[src/rtl/fifo_pkg.sv]
// Shared definitions for the FIFO drain path: skid state encoding,
// skid depth and the default data width.
package fifo_pkg;

   localparam int SKID_DEPTH    = 2;
   localparam int DEF_BITNUMBER = 8;

   // Skid occupancy doubles as the FSM state.
   typedef enum logic [1:0] {
      S0 = 2'd0,   // empty
      S1 = 2'd1,   // one word (head only)
      S2 = 2'd2    // two words (head + tail)
   } skid_state_t;

endpackage

[src/rtl/skid_buf2.sv]
// Two-entry register skid buffer. The head register drives the output
// directly; the tail register only fills when a word arrives while the
// head is held by the consumer.
module skid_buf2
   import fifo_pkg::*;
#(
   parameter int W = DEF_BITNUMBER
) (
   input  logic         clk,
   input  logic         reset,
   input  logic         push_i,
   input  logic [W-1:0] din_i,
   input  logic         pop_i,
   output logic [W-1:0] head_o,
   output logic [1:0]   occ_o
);

   skid_state_t  state_q, state_d;
   logic [W-1:0] head_q, head_d;
   logic [W-1:0] tail_q, tail_d;

   // State and storage registers; reset empties the buffer and clears the head.
   always_ff @(posedge clk or posedge reset) begin
      if (reset) begin
         state_q <= S0;
         head_q  <= '0;
         tail_q  <= '0;
      end else begin
         state_q <= state_d;
         head_q  <= head_d;
         tail_q  <= tail_d;
      end
   end

   // Next state: a pop always advances the head, a push lands in the first free slot.
   always_comb begin
      state_d = state_q;
      head_d  = head_q;
      tail_d  = tail_q;
      case (state_q)
         S0: begin
            if (push_i) begin
               head_d  = din_i;
               state_d = S1;
            end
         end
         S1: begin
            if (push_i && !pop_i) begin
               tail_d  = din_i;
               state_d = S2;
            end else if (!push_i && pop_i) begin
               state_d = S0;
            end else if (push_i && pop_i) begin
               // old head leaves, arriving word becomes the new head
               head_d = din_i;
            end
         end
         S2: begin
            if (pop_i) begin
               head_d = tail_q;
               if (push_i) tail_d  = din_i;
               else        state_d = S1;
            end
         end
         default: state_d = S0;
      endcase
   end

   assign head_o = head_q;
   assign occ_o  = (state_q == S2) ? 2'd2 :
                   (state_q == S1) ? 2'd1 : 2'd0;

   // The pop controller must never deliver a word into a full buffer.
   a_no_overflow: assert property (@(posedge clk) disable iff (reset)
      !((state_q == S2) && push_i && !pop_i));

endmodule

[src/rtl/fifo_pop_ctrl.sv]
// Drain stage behind the FIFO read port. Issues pops, tracks the word in
// flight through the FIFO's one-cycle read latency and presents data on a
// valid/ready interface via a 2-entry skid buffer.
// Optional macro FIFO_POP_STATS_EN enables the delivered-word counter.
module fifo_pop_ctrl
   import fifo_pkg::*;
#(
   parameter int BITNUMBER  = DEF_BITNUMBER,
   parameter int SKID_DEPTH = fifo_pkg::SKID_DEPTH
) (
   input  logic                 clk,
   input  logic                 reset,
   input  logic                 Fifo_empty,
   input  logic [BITNUMBER-1:0] Fifo_Data_out,
   output logic                 Fifo_rd,
   input  logic                 drain_en,
   input  logic                 out_ready,
   output logic                 out_valid,
   output logic [BITNUMBER-1:0] out_data,
   output logic                 busy,
   output logic [15:0]          word_count
);

   logic       pending_q;
   logic [1:0] occ;
   logic       pop;
   logic [2:0] fill_c;
   logic [2:0] lim_c;

   assign out_valid = (occ != 2'd0);
   assign pop       = out_valid & out_ready;

   // Words held or arriving next edge must stay below 2 after this cycle's pop.
   assign fill_c  = {1'b0, occ} + {2'b00, pending_q};
   assign lim_c   = 3'd2 + {2'b00, pop};
   assign Fifo_rd = ~reset & drain_en & ~Fifo_empty & (fill_c < lim_c);

   assign busy = pending_q | out_valid;

   // Tracks a pop issued last cycle whose data is on Fifo_Data_out now.
   always_ff @(posedge clk or posedge reset) begin
      if (reset) pending_q <= 1'b0;
      else       pending_q <= Fifo_rd;
   end

   skid_buf2 #(.W(BITNUMBER)) u_skid (
      .clk    (clk),
      .reset  (reset),
      .push_i (pending_q),
      .din_i  (Fifo_Data_out),
      .pop_i  (pop),
      .head_o (out_data),
      .occ_o  (occ)
   );

`ifdef FIFO_POP_STATS_EN
   logic [15:0] cnt_q, cnt_d;

   assign cnt_d = cnt_q + {15'd0, pop};

   // Delivered-word counter, wraps naturally at 16 bits.
   always_ff @(posedge clk or posedge reset) begin
      if (reset) cnt_q <= 16'h0;
      else       cnt_q <= cnt_d;
   end

   assign word_count = cnt_q;
`else
   assign word_count = 16'h0;
`endif

endmodule

[config.mk]
export PLATFORM = sky130hd
export DESIGN_NAME = fifo_pop_ctrl
export DESIGN_NICKNAME = d
export VERILOG_FILES = /design/src/rtl/fifo_pkg.sv /design/src/rtl/skid_buf2.sv /design/src/rtl/fifo_pop_ctrl.sv
export SDC_FILE = /design/constraint.sdc
export NUM_CORES = 1
export LEC_CHECK = 0
export CORE_MARGIN = 4
export CORE_UTILIZATION = 45
export CTS_BUF_LIST = sky130_fd_sc_hd__clkbuf_4 sky130_fd_sc_hd__clkbuf_8
export DETAILED_ROUTE_END_ITERATION = 8
export PLACE_DENSITY = 0.81
export SETUP_SLACK_MARGIN = 0.2
export SLEW_MARGIN = 20
export SYNTH_ARGS = -nofsm -noshare
export SYNTH_HDL_FRONTEND = slang
export SYNTH_HIERARCHICAL = 1
export SYNTH_SLANG_ARGS = --single-unit
[constraint.sdc]
create_clock -name clk -period 2.6 [get_ports clk]
set_input_delay 0.52 -clock clk [delete_from_list [all_inputs] [get_ports clk]]
set_output_delay 0.52 -clock clk [all_outputs]
set_load 0.01 [all_outputs]
Word-level counts from Yosys, hierarchy flattened
Cells that the tools add are included.
- register bits after elaboration: 19
- input bits: 13
- output and inout port bits: 27
- word-level logic and storage cells: 54
- add/subtract/negate cells: 2
- $lt $le $gt $ge: 1
- equal/unequal tests: 11
- muxes and demuxes: 17
- bitwise operators: 7
- reductions and logical operators: 12
- operators with widths (kind ; count):
    2-to-1 mux 8 bit ; 7
    one-hot mux 8 bit (3 select lines) ; 1
    one-hot mux 8 bit (2 select lines) ; 1
    2-to-1 mux 2 bit ; 6
    inequality test 2 bit, second input constant ; 6
    AND reduction 4 bit ; 2
    one-hot mux 2 bit (3 select lines) ; 1
    AND reduction 6 bit ; 1
    bitwise AND 1 bit ; 4
    inequality test 2 x 1 -> 1 bit, second input constant ; 2
    nonzero test 2 bit ; 2
    adder 2 x 1 -> 3 bit ; 1
    adder 2 x 1 -> 3 bit, first input constant ; 1
    logical AND 1 bit ; 3
    < comparator 3 bit ; 1
    inequality test 3 x 1 -> 1 bit, second input constant ; 1
    nonzero test 3 bit ; 1
    equality test 2 x 1 -> 1 bit, second input constant ; 1
    equality test 2 bit, second input constant ; 1
    zero test 1 bit ; 2
    zero test 2 bit ; 1
    inverter 1 bit ; 2
    2-to-1 mux 1 bit ; 1
    bitwise OR 1 bit ; 1

Logic depth before layout (Yosys ltp)
Gate-level depths: netlist of run 1.
- depth in word-level cells: 10
- gate-level depth with buffers: 10
- depth with buffers taken out: 8

Hierarchy
The synthesis of run 1 kept the hierarchy.
- by module, submodules not included (module ; instances ; cells each ; area an instance (sq um) ; seq. area each (sq um)):
    skid_buf2 ; 1 ; 64 ; 993.5 ; 450.4
    fifo_pop_ctrl ; 1 ; 28 ; 222.7 ; 25.0

Worst setup path before layout of run 1
OpenSTA, ideal clock, no wires.
- path kind: register to register
- start point: register u_skid.state_q[0]
- end point: register u_skid.head_q[0], in the netlist u_skid/head_o[0]
- setup time: 0.125 ns
- data arrival time: 2.204 ns
- required time: 2.475 ns
- path slack: 0.272 ns
- stages on the path, launching flop included: 11
- buffers on the path: 2
- period minus slack after synthesis: 2.328 ns
- cells stage by stage: dfrtp_1 -> buf_6 -> nand2b_4 -> buf_6 -> inv_1 -> o21a_2 -> inv_1 -> ha_1 -> nor3b_1 -> o2bb2ai_4 -> mux2_2
- elaborated cells on any way between the ends: 19
- those cells by class: eq/ne: 7; mux: 3; bitwise: 1; reduce/logical: 8
- RTL lines (element ; RTL line ; RTL):
    start: declaration ; skid_buf2.sv:18 ; skid_state_t state_q, state_d;
    start signal: assignment ; skid_buf2.sv:29 ; state_q <= state_d;
    equality test 2 bit * ; skid_buf2.sv:70 ; assign occ_o = (state_q == S2) ? 2'd2 :
    2-to-1 mux 2 bit * ; skid_buf2.sv:70 ;
    net occ[1] ; fifo_pop_ctrl.sv:25 ; logic [1:0] occ;
    nonzero test 2 bit * ; fifo_pop_ctrl.sv:30 ; assign out_valid = (occ != 2'd0);
    bitwise AND 1 bit * ; fifo_pop_ctrl.sv:31 ; assign pop = out_valid & out_ready;
    net pop ; fifo_pop_ctrl.sv:26 ; logic pop;
    zero test 1 bit ; skid_buf2.sv:48 ; if (push_i && !pop_i) begin
    logical AND 1 bit ; skid_buf2.sv:48 ;
    inequality test 2 bit (no line) ; n/a ;
    AND reduction 6 bit (no line) * ; n/a ;
    end signal: assignment ; skid_buf2.sv:26 ; head_q <= '0;
    end signal: assignment ; skid_buf2.sv:30 ; head_q <= head_d;
    end: declaration ; skid_buf2.sv:19 ; logic [W-1:0] head_q, head_d;
Mark *: on every way through the listed nets, which the timed path passes. The rest lies on a longest branch.
A chain may end at the register's enable or synchronous reset.

Worst setup path after layout of run 1
- start point: register u_skid.state_q[0]
- end point: output out_valid
- word-level cells in the longest chain between the ends: 4
- elaborated cells on any way between the ends: 5
- those cells by class: eq/ne: 2; mux: 2; reduce/logical: 1
- ends and longest elaborated chain (element ; RTL line ; RTL):
    equality test 2 x 1 -> 1 bit ; skid_buf2.sv:71 ; (state_q == S1) ? 2'd1 : 2'd0;
    2-to-1 mux 1 bit ; skid_buf2.sv:71 ;
    2-to-1 mux 2 bit * ; skid_buf2.sv:70 ;
    net occ[0] ; fifo_pop_ctrl.sv:25 ;
    nonzero test 2 bit * ; fifo_pop_ctrl.sv:30 ;
    end: declaration ; fifo_pop_ctrl.sv:18 ; output logic out_valid,
Marks and branches as above.

==> summary.txt, run 1 <==
Outcome
  – Status: completed

Synthesis
  – Sequential fraction of the synthesis area: 0.391
  – Number of library cell types mapped by synthesis: 23
  – Yosys top cell by area: dfrtp_1
  – Cell count after synthesis: 92
  – Post-Synthesis Cell Area: between 1000 and 1500 sq um
  – Synth Flop Type: dfrtp_1
  – Seq cells post-synth: 19
  – Top cells by area, synth: dfrtp_1, mux2_4, buf_4
  – Async SR Flop Fraction: 1.00
  – Post-Syn Area per Cell: 13.2 sq um
  – Synth Warn #: 6
  – Post-synth top area share: 0.391
  – Post-synth EDFFs: 0

Timing
  – Total negative slack: 0 ns
  – RSZ-0062 raised after global routing: false
  – Skew final: ~0.0062 ns
  – Crit share post-route: 0.885
  – Final Hold Viols: 0
  – Fmax: between 400 and 500 MHz
  – Slew HR: 0.538
  – Final min period: 2.30 ns
  – Setup violators final: 0
  – Max-slew violations: 0
  – Worst slew pin tran: about 0.69 ns

Detailed routing
  – WL/cell: about 15 um
  – DRT Wirelength: between 2000 and 2500 um
  – DRC Markers: 0
  – Post-DR vias/cell: around 4.7
  – Vias after detailed routing: 713
  – Iteration-0 DRC count of the detailed router: 8
  – Remaining antenna violation count: 0
  – Pre-Repair DR Iteration Count: 4

Setup path
  – CP Buf/Inv Count: 2
  – Critical-path cell list: and2b_2 > buf_4 > or2_1 > clkdlybuf4s50_1
  – Crit path kind: reg -> out
  – Largest stage delay, worst path: between 0.4 and 0.5 ns
  – Slowest CP cell: clkdlybuf4s50_1
  – WP data required: ~2.1 ns
  – WP data arrival: roughly 1.8 ns
  – CP Launch Type: flip-flop
  – Crit-path leading delay family: buffers and inverters
  – Critical path peak fanout: 4
  – Worst Setup End Kind: output pin

Placed design
  – IO Port Bufs: 23
  – DP HPWL: 1650 um
  – RePlAce Congestion: 0.769
  – Post-placement cell count: 145

CTS
  – Max Root-Sink Buffers: 2
  – CTS H-tree depth: 1
  – Clk pin slew, worst setup/hold paths: ~0.11 ns
  – Sink Count: 19
  – Root Driver: clkbuf_4
  – Clk_lat worst skew: around 0.3 ns
  – CTS tree: built
  – Num CTS Buffers: 3

Finish
  – Footprint of the multi-input gates: 629 sq um
  – Finished Layout Cells: 151
  – Fill cell count: around 220
  – Sequential cell area: approximately 480 sq um
  – Final Util: 0.579
  – # nets final: 140
  – Area delta synth->final: 20.2%
  – # diodes: 0
  – Layout cells sized above 1: 0.355

Pwr
  – Peak VDD IR: ~0.52 mV
  – Total Power: around 1.3 mW
  – PD cells: 881 nW/um^2
  – Leak pwr: approximately 0.7 nW

Run
  – Max_cap viols: 0

Die
  – Initial Util: 0.482
  – Boundary Pins: 40
  – Die Wd: 60.0 um
  – DIE HEIGHT: roughly 60 um
  – Std cell rows: 18
  – DIE AREA: approximately 3600 sq um
  – Placeable Area: 2520 sq um

Global route
  – Initial antenna violation count: 0
  – Largest net degree at the start of global routing: 19
  – Vias in the first global route: 800
  – First-pass GRT wire length: about 3600 um
  – Total track usage: 0.135
  – Grt total ovfl: 0

Min path
  – Hold WC Path Type: in -> async
==> worst register-to-register path: cells and delay by family (launching register included) <==
family | cells | cell delay [ns]
AO/OA/AOI/OAI | 2 | 0.43
adder cells (fa/ha/maj) | 1 | 0.21
buffers and inverters | 3 | 0.30
flip-flops | 1 | 0.43
multiplexers | 1 | 0.38
AND/OR/NAND/NOR | 2 | 0.39
==> cell usage in the layout (no fill, tap or decap), drive strengths merged, types with 2 or more instances in the layout <==
master,synthesis,routed
buf,19,6
clkbuf,0,5
clkdlybuf4s50,0,21
conb,1,16
dfrtp,19,19
ha,5,5
inv,5,5
mux2,24,24
mux2i,2,2
nand2,2,2
nand2b,2,2
nor2,2,2
o32ai,3,3
==> cell type report <==
cell class | instances | share of cell area
multi-input cells | 64 | 0.431
flip-flops and latches | 19 | 0.326
repair buffers | 29 | 0.184
well taps | 30 | 0.0257
clock buffers | 4 | 0.0205
inverters | 5 | 0.0128
==> per-layer routing <==
metal | wire length [um] | part of all wire | GRT usage | up-vias
li1 | - | - | - | 343
met1 | 885 | 0.40 | 0.162 | 343
met2 | 1180 | 0.53 | 0.231 | 25
met3 | 140 | 0.063 | 0.0432 | 2
met4 | 10 | 0.0045 | 0.0380 | 0
met5 | 0 | 0 | 0 | -
==> stage by stage <==
stage | hold slack, ns | area (sq um) | setup WS (ns)
4_1_cts | 0.365 | 1460 | 0.165
5_1_grt | 0.366 | 1460 | 0.206
6_report | 0.384 | 1460 | 0.298
3_5_place_dp | 0.501 | 1420 | 0.0795
3_3_place_gp | 0.486 | 1420 | 0.146
2_1_floorplan | 0.257 | 1270 | 0.272
==> state kept, by name, summed over array words and instances (netlist names) <==
signal          cells
u_skid/tail_q       8
u_skid/state_q      2
u_skid/head_o       8
pending_q           1
==> repair_timing <==
action | in CTS | in global routing
endpoints found under the setup margin | 4 | 2
pin swaps | 0 | 0
resized for setup | 3 | 3
hold buffers | 0 | 0
setup buffers | 2 | 0
endpoints found under the hold margin | 0 | 0
==> synth_stat cells (all sizes together), types with 2 or more instances <==
cell type,count
mux2i,2
nand2,2
nand2b,2
nor2,2
dfrtp,19
inv,5
o32ai,3
ha,5
buf,19
mux2,24
==> report_power, final <==
group | internal (mW) | total (mW) | leakage, nW | switching (mW)
clock network | 0.0702 | 0.163 | 0.0184 | 0.0929
registers | 0.430 | 0.505 | 0.232 | 0.0749
logic | 0.385 | 0.620 | 0.452 | 0.235
total | 0.885 | 1.29 | 0.703 | 0.403
==> cell families after synthesis <==
kind of cell	synth area share
other cells	0.00308
flops	0.391
buf+inv	0.142
compound gates	0.0741
mux	0.282
simple gates	0.0566
fa+ha+maj	0.0514
==> path summary, 6_finish.rpt <==
path / start / end / slack (ns) / cells after the start
max in group asynchronous: reset / u_skid/state_q[0] / 1.48 / 2
min in group clk: u_skid/head_o[1] / u_skid/head_o[1] / 0.52 / 1
hold reg to reg: u_skid/head_o[1] / u_skid/head_o[1] / 0.52 / 1
hold / removal: reset / pending_q / 0.38 / 2
setup / recovery: u_skid/state_q[0] / out_valid / 0.30 / 4
setup reg to reg: u_skid/state_q[0] / u_skid/head_o[0] / 0.36 / 9
(Power assumes the default switching activity.)
==> inputs of run 2 (changes only) <==
--- a/config.mk
+++ b/config.mk
@@ -5,12 +5,14 @@
 export SDC_FILE = /design/constraint.sdc
 export NUM_CORES = 1
 export LEC_CHECK = 0
+export ABC_AREA = 1
 export CORE_MARGIN = 4
 export CORE_UTILIZATION = 45
 export CTS_BUF_LIST = sky130_fd_sc_hd__clkbuf_4 sky130_fd_sc_hd__clkbuf_8
 export DETAILED_ROUTE_END_ITERATION = 8
 export PLACE_DENSITY = 0.81
 export SETUP_SLACK_MARGIN = 0.2
+export SKIP_LAST_GASP = 1
 export SLEW_MARGIN = 20
 export SYNTH_ARGS = -nofsm -noshare
 export SYNTH_HDL_FRONTEND = slang
==> run 2 against run 1 <==
Combinational power up 12%. Clock-buffer cell count down 1. Clock power down 9%. Sequential power up 1%. Wire length up 8.6%. Highest routed layer unchanged.
==> summary.txt, run 2 <==
Synthesis
  – Post-synth EDFFs: 0 (unchanged)
  – Synth Flop Type: dfrtp_1
  – Sequential fraction of the synthesis area: 0.389 (-0.00160)
  – Top-count cell post-synth: nand2_1
  – Async SR Flop Fraction: 1.00 (unchanged)
  – Post-Syn Area per Cell: 7.78 sq um (-41%)
  – Post-synth top area share: 0.389 (-0.00160)
  – Cell count after synthesis: 157 (+71%)
  – Post-Synthesis Cell Area: 1220 sq um (+0.41%)
  – Number of library cell types mapped by synthesis: 21 (-8.7%)
  – Yosys top cell by area: dfrtp_1
  – Seq cells post-synth: 19 (unchanged)
  – Top cells by area, synth: dfrtp_1, nand2_1, buf_4
  – Synth Warn #: 6 (unchanged)
  – Most frequent cells after synthesis: nand2_1, dfrtp_1, nand3_1, buf_4, inv_1

CTS
  – CTS H-tree depth: 1 (unchanged)
  – Clk_lat worst skew: 0.30 ns (about the same)
  – Sink Count: 19 (unchanged)
  – Hold Buf Count CTS: 0 (unchanged)
  – Root Driver: clkbuf_4
  – CTS tree: built
  – Max Root-Sink Buffers: 2 (unchanged)
  – Clk pin slew, worst setup/hold paths: 0.11 ns (about the same)
  – Num CTS Buffers: 3 (unchanged)

Pwr
  – Total Power: 1.35 mW (+4.9%)
  – Leak pwr: 0.776 nW (+10%)
  – PD cells: 929 nW/um^2 (+5.5%)
  – Peak VDD IR: 0.543 mV (+4.2%)

Finish
  – Fill cell count: 236 (+8.3%)
  – Footprint of the multi-input gates: 618 sq um (-1.8%)
  – Layout cells sized above 1: 0.130 (-0.225)
  – Area delta synth->final: 19.1%
  – # nets final: 203 (+45%)
  – # diodes: 0 (unchanged)
  – Sequential cell area: 478 sq um (+0.26%)
  – Commonest non-fill, non-tap cell in the layout: nand2_1
  – Finished Layout Cells: 214 (+42%)
  – Most frequent cells in the layout: nand2_1, clkdlybuf4s50_1, nand3_1
  – Final Cell Area: 1450 sq um (-0.51%)

Detailed routing
  – Remaining antenna violation count: 0 (unchanged)
  – Top Metal Used: met4
  – Met3 Routed Length: 137 um (-2.1%)
  – Pre-Repair DR Iteration Count: 4 (unchanged)
  – WL/cell: 11.2 um (-23%)
  – Iteration-0 DRC count of the detailed router: 29 (+21)
  – DRT Wirelength: 2400 um (+8.6%)
  – Vias after detailed routing: 1007 (+41%)
  – DRC Markers: 0 (unchanged)
  – Met2 Routed Length: 1250 um (+6.6%)
  – Post-DR vias/cell: 4.71 (-0.34%)
  – DRT met1 WL: 988 um (+12%)

Placed design
  – DP HPWL: 1910 um (+15%)
  – DP Area: 1420 sq um (+0.35%)
  – RePlAce Congestion: 0.781 (+1.6%)
  – Post-placement cell count: 209 (+44%)
  – IO Port Bufs: 23 (unchanged)

Timing
  – RSZ-0062 raised after global routing: false
  – Fmax: 432 MHz (-0.54%)
  – Final Hold Viols: 0 (unchanged)
  – Max-slew violations: 0 (unchanged)
  – Worst slew pin tran: 0.668 ns (-0.0242 ns)
  – Final min period: 2.31 ns (+0.0125 ns)
  – Crit share post-route: 0.890 (+0.00479)
  – Total negative slack: 0 ns (unchanged)
  – Skew final: 0.00674 ns (+0.000528 ns)
  – Setup violators final: 0 (unchanged)
  – Slew HR: 0.554 (+0.0161)

Die
  – Std cell rows: 18 (unchanged)
  – DIE HEIGHT: 60.1 um (+0.18%)
  – DIE AREA: 3610 sq um (+0.37%)
  – Initial Util: 0.484 (+0.00198)
  – Placeable Area: 2520 sq um (unchanged)
  – Boundary Pins: 40 (unchanged)
  – Die Wd: 60.1 um (+0.18%)

Setup path
  – Crit path from: u_skid/state_q[0]
  – Critical path peak fanout: 4 (unchanged)
  – R2R Path Start: u_skid/state_q[0]
  – WP data required: 2.08 ns (about the same)
  – CP Launch Type: flip-flop
  – WP data arrival: 1.79 ns (about the same)
  – Crit path kind: reg -> out
  – Worst Setup End Kind: output pin

Global route
  – First-pass GRT wire length: 3950 um (+11%)
  – Initial antenna violation count: 0 (unchanged)
  – Total track usage: 0.147 (+0.0112)
  – Largest net degree at the start of global routing: 19 (unchanged)
  – Grt total ovfl: 0 (unchanged)
  – Vias in the first global route: 889 (+11%)

Outcome
  – Status: completed

Run
  – Max_cap viols: 0 (unchanged)

Min path
  – Hold WC Path Type: in -> async
[run 2: changes by cell type in the layout (fill, tap and decap cells not counted), moves of 4 or more]
cell and delta:
nand3_1 +18, buf_4 -4, mux2_4 -14, mux2_2 -10, inv_1 +4, nand2_4 +4, nand2_1 +62
[run 2: power breakdown]
| part | switching (mW) | internal [mW] |
|---|---|---|
| Combinational | 0.387 | 0.305 |
| Clock | 0.0917 | 0.0572 |
| Sequential | 0.0783 | 0.432 |
| Total | 0.557 | 0.794 |
[run 2: layout make-up]
cell class	count	area share
Clock buffer	3	0.0155
Clock inverter	1	0.00344
Inverter	12	0.0361
Multi-Input combinational cell	124	0.425
Sequential cell	19	0.329
Tap cell	30	0.0258
Timing Repair Buffer	25	0.165
[run 2: kinds of logic after synthesis]
kind of cell | synth area share
flip-flops | 0.389
AND/OR/NAND/NOR | 0.388
adder cells (fa/ha/maj) | 0.0512
other | 0.00307
buffers and inverters | 0.151
AO/OA/AOI/OAI | 0.0174
[run 2: critical path, stage by stage (launching register included)]
cell	delay [ns]
dfrtp_2	0.44
buf_4	0.16
nor2_4	0.13
inv_1	0.06
nand2_2	0.08
or2_1	0.10
clkdlybuf4s50_1	0.53
[run 2: metrics by stage]
step | setup WS (ns) | utilization | hold WS [ns]
finish | 0.286 | 0.576 | 0.387
global route | 0.201 | 0.576 | 0.373
CTS | 0.253 | 0.578 | 0.375
detailed placement | 0.239 | 0.563 | 0.459
global placement | 0.287 | 0.563 | 0.456
floorplan | 0.822 | - | 0.257
[run 2: layer usage]
layer | track usage | up-vias
met5 | 0 | -
met4 | 0.0570 | 0
met3 | 0.0194 | 2
met2 | 0.259 | 34
met1 | 0.177 | 464
li1 | - | 507
[run 2: path summary, 6_finish.rpt]
check,to,slack (ns),cells past startpoint
max,busy,0.29,6
min,pending_q,0.39,2
max reg2reg,u_skid/head_o[2],0.66,11
min reg2reg,u_skid/head_o[4],0.48,2
max in group asynchronous,u_skid/state_q[1],1.50,2
min in group clk,u_skid/head_o[4],0.48,2
[run 2: repair_timing]
action,CTS,global route
setup endpoints to repair,2,1
resized for setup,3,2
pin swaps,0,0
setup buffers,1,0
==> inputs of run 3 (changes only) <==
--- a/config.mk
+++ b/config.mk
@@ -5,7 +5,7 @@
 export SDC_FILE = /design/constraint.sdc
 export NUM_CORES = 1
 export LEC_CHECK = 0
-export ABC_AREA = 1
+export ABC_AREA = 0
 export CORE_MARGIN = 4
 export CORE_UTILIZATION = 45
 export CTS_BUF_LIST = sky130_fd_sc_hd__clkbuf_4 sky130_fd_sc_hd__clkbuf_8
==> results of run 3 <==
No change in the layout: final DEF, timing and power equal those of run 1.
